`src/rtl/mul_reg_seq_ctrl.sv`:
```
// Sequencer that runs the per-PE multiplier register file as an in-order (N-1)-deep
// delay line: accepts a programmed number of products per pass, then drains the residue.
//
// state | meaning
// IDLE  | waiting for start_i; len_i latched on start
// RUN   | accepting products; write and read share the rotating pointer
// DRAIN | replaying the remaining stored products in accept order
// DONE  | one-cycle done pulse; pass bookkeeping cleared
module mul_reg_seq_ctrl #(
    parameter int N           = 3,
    parameter int ADDRS_WIDTH = $clog2(N-1),
    parameter int CNT_WIDTH   = 16
) (
    input  logic                   clk_i,
    input  logic                   mreg_rst_i,
    input  logic                   start_i,
    input  logic [CNT_WIDTH-1:0]   len_i,
    input  logic                   data_valid_i,
    output logic                   busy_o,
    output logic                   done_o,
    output logic                   mreg_wr_en_o,
    output logic [ADDRS_WIDTH-1:0] mreg_wr_addrs_o,
    output logic [ADDRS_WIDTH-1:0] mreg_rd_addrs_o,
    output logic                   rd_valid_o
);

    localparam int FILL_WIDTH = $clog2(N);
    localparam logic [ADDRS_WIDTH-1:0] LAST_ADDRS = ADDRS_WIDTH'(N-2);
    localparam logic [FILL_WIDTH-1:0]  FULL       = FILL_WIDTH'(N-1);

    typedef enum logic [1:0] {IDLE, RUN, DRAIN, DONE} state_t;

    state_t                 state_q, state_d;
    logic [ADDRS_WIDTH-1:0] ptr_q, ptr_nxt, dptr_q, dptr_nxt;
    logic [FILL_WIDTH-1:0]  fill_q, fill_nxt, drain_cnt_q;
    logic [CNT_WIDTH-1:0]   len_q, acc_cnt_q;
    logic                   accept, last_accept;

    // N-1 need not be a power of two, so wrap by compare rather than overflow
    assign ptr_nxt     = (ptr_q == LAST_ADDRS) ? '0 : ptr_q + ADDRS_WIDTH'(1);
    assign dptr_nxt    = (dptr_q == LAST_ADDRS) ? '0 : dptr_q + ADDRS_WIDTH'(1);
    assign fill_nxt    = (fill_q == FULL) ? FULL : fill_q + FILL_WIDTH'(1);
    assign accept      = (state_q == RUN) && data_valid_i;
    assign last_accept = accept && ((acc_cnt_q + CNT_WIDTH'(1)) == len_q);

    always_ff @(posedge clk_i or posedge mreg_rst_i) begin
        if (mreg_rst_i) begin
            state_q <= IDLE;
        end else begin
            state_q <= state_d;
        end
    end

    always_ff @(posedge clk_i or posedge mreg_rst_i) begin
        if (mreg_rst_i) begin
            ptr_q       <= '0;
            dptr_q      <= '0;
            fill_q      <= '0;
            drain_cnt_q <= '0;
            len_q       <= '0;
            acc_cnt_q   <= '0;
        end else begin
            case (state_q)
                IDLE: begin
                    if (start_i) begin
                        len_q     <= len_i;
                        ptr_q     <= '0;
                        fill_q    <= '0;
                        acc_cnt_q <= '0;
                    end
                end
                RUN: begin
                    if (accept) begin
                        ptr_q     <= ptr_nxt;
                        fill_q    <= fill_nxt;
                        acc_cnt_q <= acc_cnt_q + CNT_WIDTH'(1);
                        // oldest surviving entry sits at the next write slot once the store is full
                        if (last_accept) begin
                            dptr_q      <= (fill_nxt == FULL) ? ptr_nxt : '0;
                            drain_cnt_q <= fill_nxt;
                        end
                    end
                end
                DRAIN: begin
                    dptr_q      <= dptr_nxt;
                    drain_cnt_q <= drain_cnt_q - FILL_WIDTH'(1);
                end
                DONE: begin
                    ptr_q     <= '0;
                    fill_q    <= '0;
                    acc_cnt_q <= '0;
                end
                default: ;
            endcase
        end
    end

    always_comb begin
        state_d         = state_q;
        busy_o          = 1'b0;
        done_o          = 1'b0;
        mreg_wr_en_o    = 1'b0;
        mreg_wr_addrs_o = '0;
        mreg_rd_addrs_o = '0;
        rd_valid_o      = 1'b0;
        case (state_q)
            IDLE: begin
                if (start_i) begin
                    state_d = (len_i == '0) ? DONE : RUN;
                end
            end
            RUN: begin
                busy_o = 1'b1;
                if (accept) begin
                    mreg_wr_en_o    = 1'b1;
                    mreg_wr_addrs_o = ptr_q;
                    mreg_rd_addrs_o = ptr_q;
                    rd_valid_o      = (fill_q == FULL);
                end
                if (last_accept) begin
                    state_d = DRAIN;
                end
            end
            DRAIN: begin
                busy_o          = 1'b1;
                mreg_rd_addrs_o = dptr_q;
                rd_valid_o      = 1'b1;
                if (drain_cnt_q == FILL_WIDTH'(1)) begin
                    state_d = DONE;
                end
            end
            DONE: begin
                done_o  = 1'b1;
                state_d = IDLE;
            end
            default: state_d = IDLE;
        endcase
    end

endmodule
```
`config.mk`:
```
export PLATFORM = sky130hd
export DESIGN_NAME = mul_reg_seq_ctrl
export DESIGN_NICKNAME = d
export VERILOG_FILES = /design/src/rtl/mul_reg_seq_ctrl.sv
export SDC_FILE = /design/constraint.sdc
export NUM_CORES = 1
export LEC_CHECK = 0
export CORE_MARGIN = 2
export CORE_UTILIZATION = 51
export DETAILED_ROUTE_END_ITERATION = 12
export GPL_ROUTABILITY_DRIVEN = 0
export PLACE_DENSITY_LB_ADDON = 0.12
export SYNTH_ARGS = -nofsm -noshare
export SYNTH_HDL_FRONTEND = slang
export SYNTH_SLANG_ARGS = --single-unit
```
`constraint.sdc`:
```
create_clock -name clk_i -period 2.45 [get_ports clk_i]
set_input_delay 0.49 -clock clk_i [delete_from_list [all_inputs] [get_ports clk_i]]
set_output_delay 0.49 -clock clk_i [all_outputs]
set_load 0.01 [all_outputs]
```
==> impl_metrics.prom <==
# TYPE chip_impl_metric gauge
chip_impl_metric{name="grt_pass1_wl",unit="um"} 10500
chip_impl_info{name="launching_element_type_of_the_critical_path",value="register"} 1
chip_impl_metric{name="finish.instance_area",unit="sq um"} 3330
chip_impl_info{name="synth_top_cell_by_area",value="sky130_fd_sc_hd__dfrtp_1"} 1
chip_impl_metric{name="vias_in_the_first_global_route",unit=""} 2137
chip_impl_metric{name="layout_cell_share_with_drive_strength_beyond_1",unit="%"} 29.5
chip_impl_metric{name="overall_via_count_from_detail_route",unit=""} 2187
chip_impl_metric{name="fmax",unit="MHz"} 419
chip_impl_info{name="synth_ff_type",value="sky130_fd_sc_hd__dfrtp_1"} 1
chip_impl_info{name="result_of_the_run",value="complete, no violations"} 1
chip_impl_metric{name="holdBufCountCts",unit=""} 0
chip_impl_metric{name="final_critical_path_time_including_i_o_delays_and_setup",unit="ns"} 2.39
chip_impl_metric{name="setup_ws",unit="ns"} 0.0607
chip_impl_info{name="min-delay-path-class",value="reg -> reg"} 1
chip_impl_metric{name="avgRoutedWirePerCell",unit="um"} 16.4
chip_impl_metric{name="timing.critical_path.arrival",unit="ns"} 2.57
chip_impl_metric{name="synth_cell_type_count",unit=""} 48
chip_impl_metric{name="top_level_ports",unit=""} 26
chip_impl_metric{name="leakage",unit="uW"} 0.00153
chip_impl_metric{name="via_per_inst",unit=""} 5.62
chip_impl_metric{name="maxSlewViolCount",unit=""} 0
chip_impl_metric{name="dieHeight",unit="um"} 75.1
chip_impl_metric{name="cts_htree_levels",unit=""} 2
chip_impl_metric{name="timing.critical_path.fanout_max",unit=""} 3
chip_impl_metric{name="cts_max_path_buffers",unit=""} 2
chip_impl_metric{name="cts.reportedPaths.clkPinSlew",unit="ns"} 0.08
chip_impl_metric{name="timing.final.hold_violations",unit=""} 0
chip_impl_metric{name="timing.critical_path.required",unit="ns"} 2.63
chip_impl_info{name="crit_type",value="reg -> reg"} 1
chip_impl_info{name="setup.worst_path.end_class",value="register"} 1
chip_impl_metric{name="final_nets",unit=""} 350
chip_impl_metric{name="initial_core_util",unit="%"} 53.8
chip_impl_info{name="cp_slowest_cell",value="sky130_fd_sc_hd__dfrtp_1"} 1
chip_impl_metric{name="synth_warnings",unit=""} 0
chip_impl_metric{name="setup-tns-final",unit="ns"} 0
chip_impl_metric{name="clock_sinks",unit=""} 40
chip_impl_metric{name="instances_no_fill",unit=""} 389
chip_impl_metric{name="synth_cell_area",unit="sq um"} 2580
chip_impl_metric{name="maxcap_viol_count",unit=""} 0
chip_impl_info{name="worstPathCellList",value="nand4_1, buf_4, nor4_4, mux2i_1, o31ai_2, nor4_4, o21ai_2, mux2_4"} 1
chip_impl_metric{name="drc",unit=""} 0
chip_impl_metric{name="drt.antenna.violating_nets",unit=""} 0
chip_impl_metric{name="layout-area-overhead-vs-synth",unit="%"} 29.3
chip_impl_metric{name="globalRouteOverflowTotal",unit=""} 0
chip_impl_metric{name="max-vdd-ir-drop",unit="mV"} 0.695
chip_impl_metric{name="synth_largest_type_area_fraction",unit="%"} 38.9
chip_impl_metric{name="io_buffers",unit=""} 25
chip_impl_metric{name="insertion_delay",unit="ns"} 0.30
chip_impl_metric{name="relSlewSlack",unit="%"} 64.7
chip_impl_info{name="r2r_start",value="acc_cnt_q[11]"} 1
chip_impl_metric{name="rows",unit=""} 25
chip_impl_info{name="tritoncts",value="built"} 1
chip_impl_info{name="ctsRootBufferMaster",value="sky130_fd_sc_hd__clkbuf_8"} 1
chip_impl_metric{name="synth_sequential_area_ratio",unit="%"} 38.9
chip_impl_metric{name="tightest_slew",unit="ns"} 0.530
chip_impl_metric{name="core_area",unit="sq um"} 4790
chip_impl_info{name="rsz0062_at_grt",value="yes"} 1
chip_impl_metric{name="ys_seq_elements",unit=""} 40
chip_impl_metric{name="num_antenna_cells",unit=""} 0
chip_impl_metric{name="setup.reg_to_reg.worst_slack",unit="ns"} 0.06
chip_impl_metric{name="initialDrtViolationCount",unit=""} 167
chip_impl_metric{name="grt_start_max_net_pins",unit=""} 41
chip_impl_metric{name="die_width",unit="um"} 75.1
chip_impl_metric{name="syn-mean-instance-area",unit="sq um"} 9.87
chip_impl_metric{name="firstDrtPassIters",unit=""} 4
chip_impl_metric{name="clock_buffer_count_from_cts",unit=""} 5
chip_impl_metric{name="detailedPlace.worstSlack",unit="ns"} -0.100
chip_impl_metric{name="die_area",unit="sq um"} 5640
chip_impl_info{name="min_to",value="acc_cnt_q[15]"} 1
chip_impl_metric{name="synth_nets",unit=""} 290
chip_impl_metric{name="grt_antenna_before_repair",unit=""} 0
chip_impl_info{name="regToRegEndpoint",value="dptr_q"} 1
chip_impl_info{name="hold_path.startpoint",value="acc_cnt_q[15]"} 1
chip_impl_metric{name="synthesis.instances",unit=""} 261
chip_impl_metric{name="fin_total_pwr",unit="uW"} 3160
chip_impl_metric{name="power_per_cell_area",unit="nW/um^2"} 948
chip_impl_metric{name="setup-violations-final",unit=""} 0
chip_impl_metric{name="share_of_async_settable_or_async_resettable_flops_after_synthesis",unit="%"} 100
chip_impl_metric{name="worst_path_largest_cell_delay",unit="ns"} 0.36
chip_impl_metric{name="post_place_cells",unit=""} 375
chip_impl_info{name="synth_area_leaders",value="sky130_fd_sc_hd__dfrtp_1 39%, sky130_fd_sc_hd__mux2_2 7.4%, sky130_fd_sc_hd__ha_1 4.4%, sky130_fd_sc_hd__o21ai_0 4.3%, sky130_fd_sc_hd__mux2i_1 3.5%"} 1
chip_impl_metric{name="count_of_flip_flops_with_a_built_in_enable_after_synthesis",unit=""} 0
chip_impl_info{name="timing.critical_path.from",value="acc_cnt_q[11]"} 1
chip_impl_metric{name="placed_cell_area",unit="sq um"} 3110
chip_impl_metric{name="clock-skew-final",unit="ns"} 0.00855
chip_impl_metric{name="ff2ff_path_depth",unit=""} 8
chip_impl_metric{name="dp.final_hpwl",unit="um"} 4700
chip_impl_info{name="crit_path_frequent_cell",value="sky130_fd_sc_hd__nor4_4"} 1
chip_impl_metric{name="route.final.wire_length",unit="um"} 6370
chip_impl_metric{name="period_share",unit="%"} 97.5
chip_impl_metric{name="track_usage",unit="%"} 25.2
chip_impl_metric{name="min_delay_path_depth",unit=""} 1
layer usage:
layer  wire [um]  GRT usage (%)  up-vias
li1            -              -     1061
met1        2820           34.8     1065
met2        3160           40.4       51
met3         296           4.55       10
met4          90           7.94        0
met5           0              0        -
cells in the final DEF, fill, tap and decap left out, types with 2 or more instances in the layout:
| cell | count |
|---|---|
| sky130_fd_sc_hd__mux2_4 | 2 |
| sky130_fd_sc_hd__xnor2_1 | 7 |
| sky130_fd_sc_hd__and3_1 | 5 |
| sky130_fd_sc_hd__dfrtp_1 | 37 |
| sky130_fd_sc_hd__nor2b_1 | 4 |
| sky130_fd_sc_hd__mux2_2 | 17 |
| sky130_fd_sc_hd__nor2_1 | 15 |
| sky130_fd_sc_hd__clkbuf_8 | 5 |
| sky130_fd_sc_hd__o21ai_0 | 21 |
| sky130_fd_sc_hd__clkdlybuf4s50_1 | 23 |
| sky130_fd_sc_hd__nand4_1 | 6 |
| sky130_fd_sc_hd__nand3_1 | 6 |
| sky130_fd_sc_hd__a22o_1 | 4 |
| sky130_fd_sc_hd__nand3_2 | 2 |
| sky130_fd_sc_hd__mux2i_1 | 9 |
| sky130_fd_sc_hd__and2_1 | 3 |
| sky130_fd_sc_hd__dfrtp_2 | 3 |
| sky130_fd_sc_hd__o21a_1 | 2 |
| sky130_fd_sc_hd__ha_2 | 2 |
| sky130_fd_sc_hd__a21oi_1 | 13 |
| sky130_fd_sc_hd__nor4_1 | 4 |
| sky130_fd_sc_hd__nand4_2 | 2 |
| sky130_fd_sc_hd__nand2b_1 | 2 |
| sky130_fd_sc_hd__nor4_4 | 4 |
| sky130_fd_sc_hd__ha_1 | 7 |
| sky130_fd_sc_hd__nand2_1 | 18 |
| sky130_fd_sc_hd__o31ai_2 | 2 |
| sky130_fd_sc_hd__buf_4 | 44 |
| sky130_fd_sc_hd__o31ai_1 | 5 |
| sky130_fd_sc_hd__o41ai_1 | 2 |
| sky130_fd_sc_hd__inv_1 | 11 |
| sky130_fd_sc_hd__xor2_1 | 8 |
through the flow:
step	hold slack (ns)	utilization, %
4_1_cts	0.511	67.7
6_report	0.511	69.6
5_1_grt	0.549	69.6
3_5_place_dp	0.502	64.9
3_3_place_gp	0.468	64.9
2_1_floorplan	0.456	-
cell families after synthesis:
kind of cell / count (synthesis) / synth area share [%]
mux: 28 / 11.8
buf+inv: 28 / 5.25
flops: 40 / 38.9
xor+xnor: 16 / 5.44
simple gates: 82 / 19.8
fa+ha+maj: 9 / 4.37
compound gates: 58 / 14.5
how the worst max path moves through the flow:
| stage | cells past startpoint | end |
|---|---|---|
| after floorplan | 9 | dptr_q |
| final | 8 | dptr_q |
| after detailed placement | 8 | dptr_q |
| after global placement | 8 | dptr_q |
| after global routing | 8 | dptr_q |
| after CTS | 8 | dptr_q |
power breakdown:
part | internal, uW | switching, uW | total (uW)
clock network | 303 | 249 | 552
registers | 870 | 193 | 1060
logic | 792 | 752 | 1540
total | 1960 | 1190 | 3160
repair_timing:
action,CTS,global route
gates cloned,0,0
setup buffers,2,4
setup endpoints to repair,3,6
pin swaps,3,4
resized for setup,5,14
layout make-up:
class	count	area [sq um]
clock inverters	2	35.0
repair buffers	69	582
fillers	376	1450
well taps	67	83.8
clock buffers	6	72.6
inverters	12	45.0
flip-flops and latches	40	1000
multi-input cells	193	1510
synthesized netlist by cell type (5+ instances only):
| library cell | number |
|---|---|
| sky130_fd_sc_hd__mux2_2 | 17 |
| sky130_fd_sc_hd__nand4_1 | 6 |
| sky130_fd_sc_hd__and3_1 | 6 |
| sky130_fd_sc_hd__xor2_1 | 8 |
| sky130_fd_sc_hd__buf_4 | 5 |
| sky130_fd_sc_hd__dfrtp_1 | 40 |
| sky130_fd_sc_hd__a21oi_1 | 13 |
| sky130_fd_sc_hd__nand2_1 | 18 |
| sky130_fd_sc_hd__nor2_1 | 15 |
| sky130_fd_sc_hd__nand3_1 | 8 |
| sky130_fd_sc_hd__clkbuf_1 | 7 |
| sky130_fd_sc_hd__ha_1 | 9 |
| sky130_fd_sc_hd__mux2i_1 | 9 |
| sky130_fd_sc_hd__o31ai_1 | 6 |
| sky130_fd_sc_hd__o21ai_0 | 22 |
| sky130_fd_sc_hd__xnor2_1 | 8 |
| sky130_fd_sc_hd__inv_1 | 12 |
flip-flops by register name (all words and copies together) (netlist names):
name and count:
acc_cnt_q 16, drain_cnt_q 2, len_q 16, ptr_q 1, state_q 2, dptr_q 1
fill_q 2
worst max-delay path, delay by kind of cell (launching register included):
kind | cells | cell delay [ns]
DFF | 1 | 0.36
buffers and inverters | 1 | 0.24
and+or+nand+nor | 3 | 0.86
AOI/OAI and AO/OA | 2 | 0.26
muxes | 2 | 0.56
No activity file was read; power rests on OpenSTA's default activity.
==> RTL change: new RTL, same settings <==
`N`: 3 -> 5.
--- a/src/rtl/mul_reg_seq_ctrl.sv
+++ b/src/rtl/mul_reg_seq_ctrl.sv
@@ -7,7 +7,7 @@
 // DRAIN | replaying the remaining stored products in accept order
 // DONE  | one-cycle done pulse; pass bookkeeping cleared
 module mul_reg_seq_ctrl #(
-    parameter int N           = 3,
+    parameter int N           = 5,
     parameter int ADDRS_WIDTH = $clog2(N-1),
     parameter int CNT_WIDTH   = 16
 ) (
Ports: changed (resized mreg_rd_addrs_o and mreg_wr_addrs_o); port bits go from 26 to 28. No check against the original RTL was run, so the function may have changed too.
==> RTL change against the original RTL <==
  * The flow now finishes with violations (negative setup slack)
  * Global-route usage decreased by 1.6 points
  * Combinational power increased by 16%
  * Sequential cell count increased by 4
  * Power increased by 11%
  * First-iteration DRC count decreased by 11%
  * Final area increased by 12%
  * Synthesized area increased by 8.7%
  * Routed wire length increased by 7.7%
  * Setup slack got worse by 0.083 ns
  * Final cell count increased by 11%
  * Critical endpoint is now dptr_q[0]
  * Largest cell class unchanged
  * Largest power group unchanged
==> RTL change: results (changes against the original RTL) <==
Power
  • Switching power of the nets: 1330 uW (+11%)
  • Sequential group share of total power: 32.8% (-0.8 points)
  • Internal power: 2170 uW (+10%)
  • Peak supply drop: 0.487 mV (-30%)
  • Comb group: 1780 uW (+16%)

Worst setup path
  • R2r startpoint: acc_cnt_q[3]
  • Biggest cell delay along the critical path: 0.39 ns (+0.03 ns)
  • CP Data Arrival Time: 2.67 ns (+0.10 ns)
  • End of the critical path: dptr_q[0]

Outcome
  • Status: finished with violations
  • Failing checks: negative setup slack

Detailed routing
  • Met3 WL post-DR: 311 um (+5.1%)
  • Initial DRC Count: 148 (-11%)
  • Via count: 2508 (+15%)
  • DR vias/cell: 5.82 (+3.5%)
  • Sum of met2 wire segment lengths after detailed routing: 3.39 mm (+7.2%)
  • Routed wire per std cell: 15.9 um (-2.8%)
  • Length of the first detailed-routing pass in iterations: 5 (+1)

Timing
  • Worst slew margin relative to its limit: 61.1% (-3.6 points)
  • Worst hold margin: 0.476 ns (-0.0346 ns)
  • Total Neg Setup Slack: -0.0341 ns (-0.0341 ns)
  • Worst path setup slack after routing: -0.0220 ns (-0.0827 ns)
  • Final setup viols: 2 (+2)
  • Final worst clock skew: 0.00845 ns (-0.000101 ns)

Synth
  • Xor/xnor share of the synthesized area: 7.50% (+2.1 points)
  • Top post-synthesis cells by count: 44 x dfrtp_1, 23 x nand2_1, 23 x o21ai_0, 19 x nor2_1
  • Post-synthesis net count: 324 (+12%)
  • Adder and majority gate portion of the synthesized area: 5.36% (+0.99 points)
  • Proportion of synthesized chip area in sequential cells: 39.3% (+0.45 points)
  • Area contributors post-synth: dfrtp_1 39%, mux2_2 7.2%, xnor2_1 5.6%, ha_1 5.4%, o21ai_0 4.1%

GRT
  • Overall Global Routing Usage: 23.6% (-1.6 points)
  • Global-route track usage on met3: 4.25% (-0.30 points)
  • Pin count of the biggest net entering global routing: 17 (-59%)
  • Wire length of the first global-routing pass: 11.5 mm (+9.5%)

Finish
  • # fillers: 400 (+6.4%)
  • Fraction of layout instances using a drive strength above 1: 29.1% (-0.42 points)

Min path
  • Tightest Hold Check Type: in -> async

Placed design
  • Detail Placement HPWL: 5.05 mm (+7.5%)
  • Dpl cell area: 3420 um2 (+10%)
  • Count of buffers from port buffering: 27 (+8.0%)
  • Worst slack, placed: -0.391 ns (-0.291 ns)
-- RTL change: changes by cell type after synthesis, moves of 3 or more --
cell	change
mux2i_1	-6
dfrtp_1	+4
nor4_1	+3
a21oi_1	-6
nand2_1	+5
a31oi_1	+5
ha_1	+3
a22o_1	+3
nor3_1	+5
nor2_1	+4
xnor2_1	+10
-- RTL change: worst register-to-register path, stage by stage, from the launching register on --
cell and delay (ns):
dfrtp_1 0.39, buf_6 0.16, nand4_1 0.10, buf_4 0.17, nor4_4 0.33, xnor2_2 0.14
a2111oi_4 0.36, nand4_1 0.22, nand2_2 0.15, mux2_2 0.34
-- RTL change: area by class of cell --
type,instances,share of cell area (%)
Clock inverter,3,1.14
Multi-Input combinational cell,222,46.3
Tap cell,70,2.34
Timing Repair Buffer,76,17.7
Inverter,11,1.10
Clock buffer,5,1.84
Sequential cell,44,29.5
-- RTL change: repair_timing --
action,CTS,global route
resized for setup,11,19
setup endpoints to repair,9,10
pin swaps,8,9
hold buffers,0,0
buffers inserted,5,4
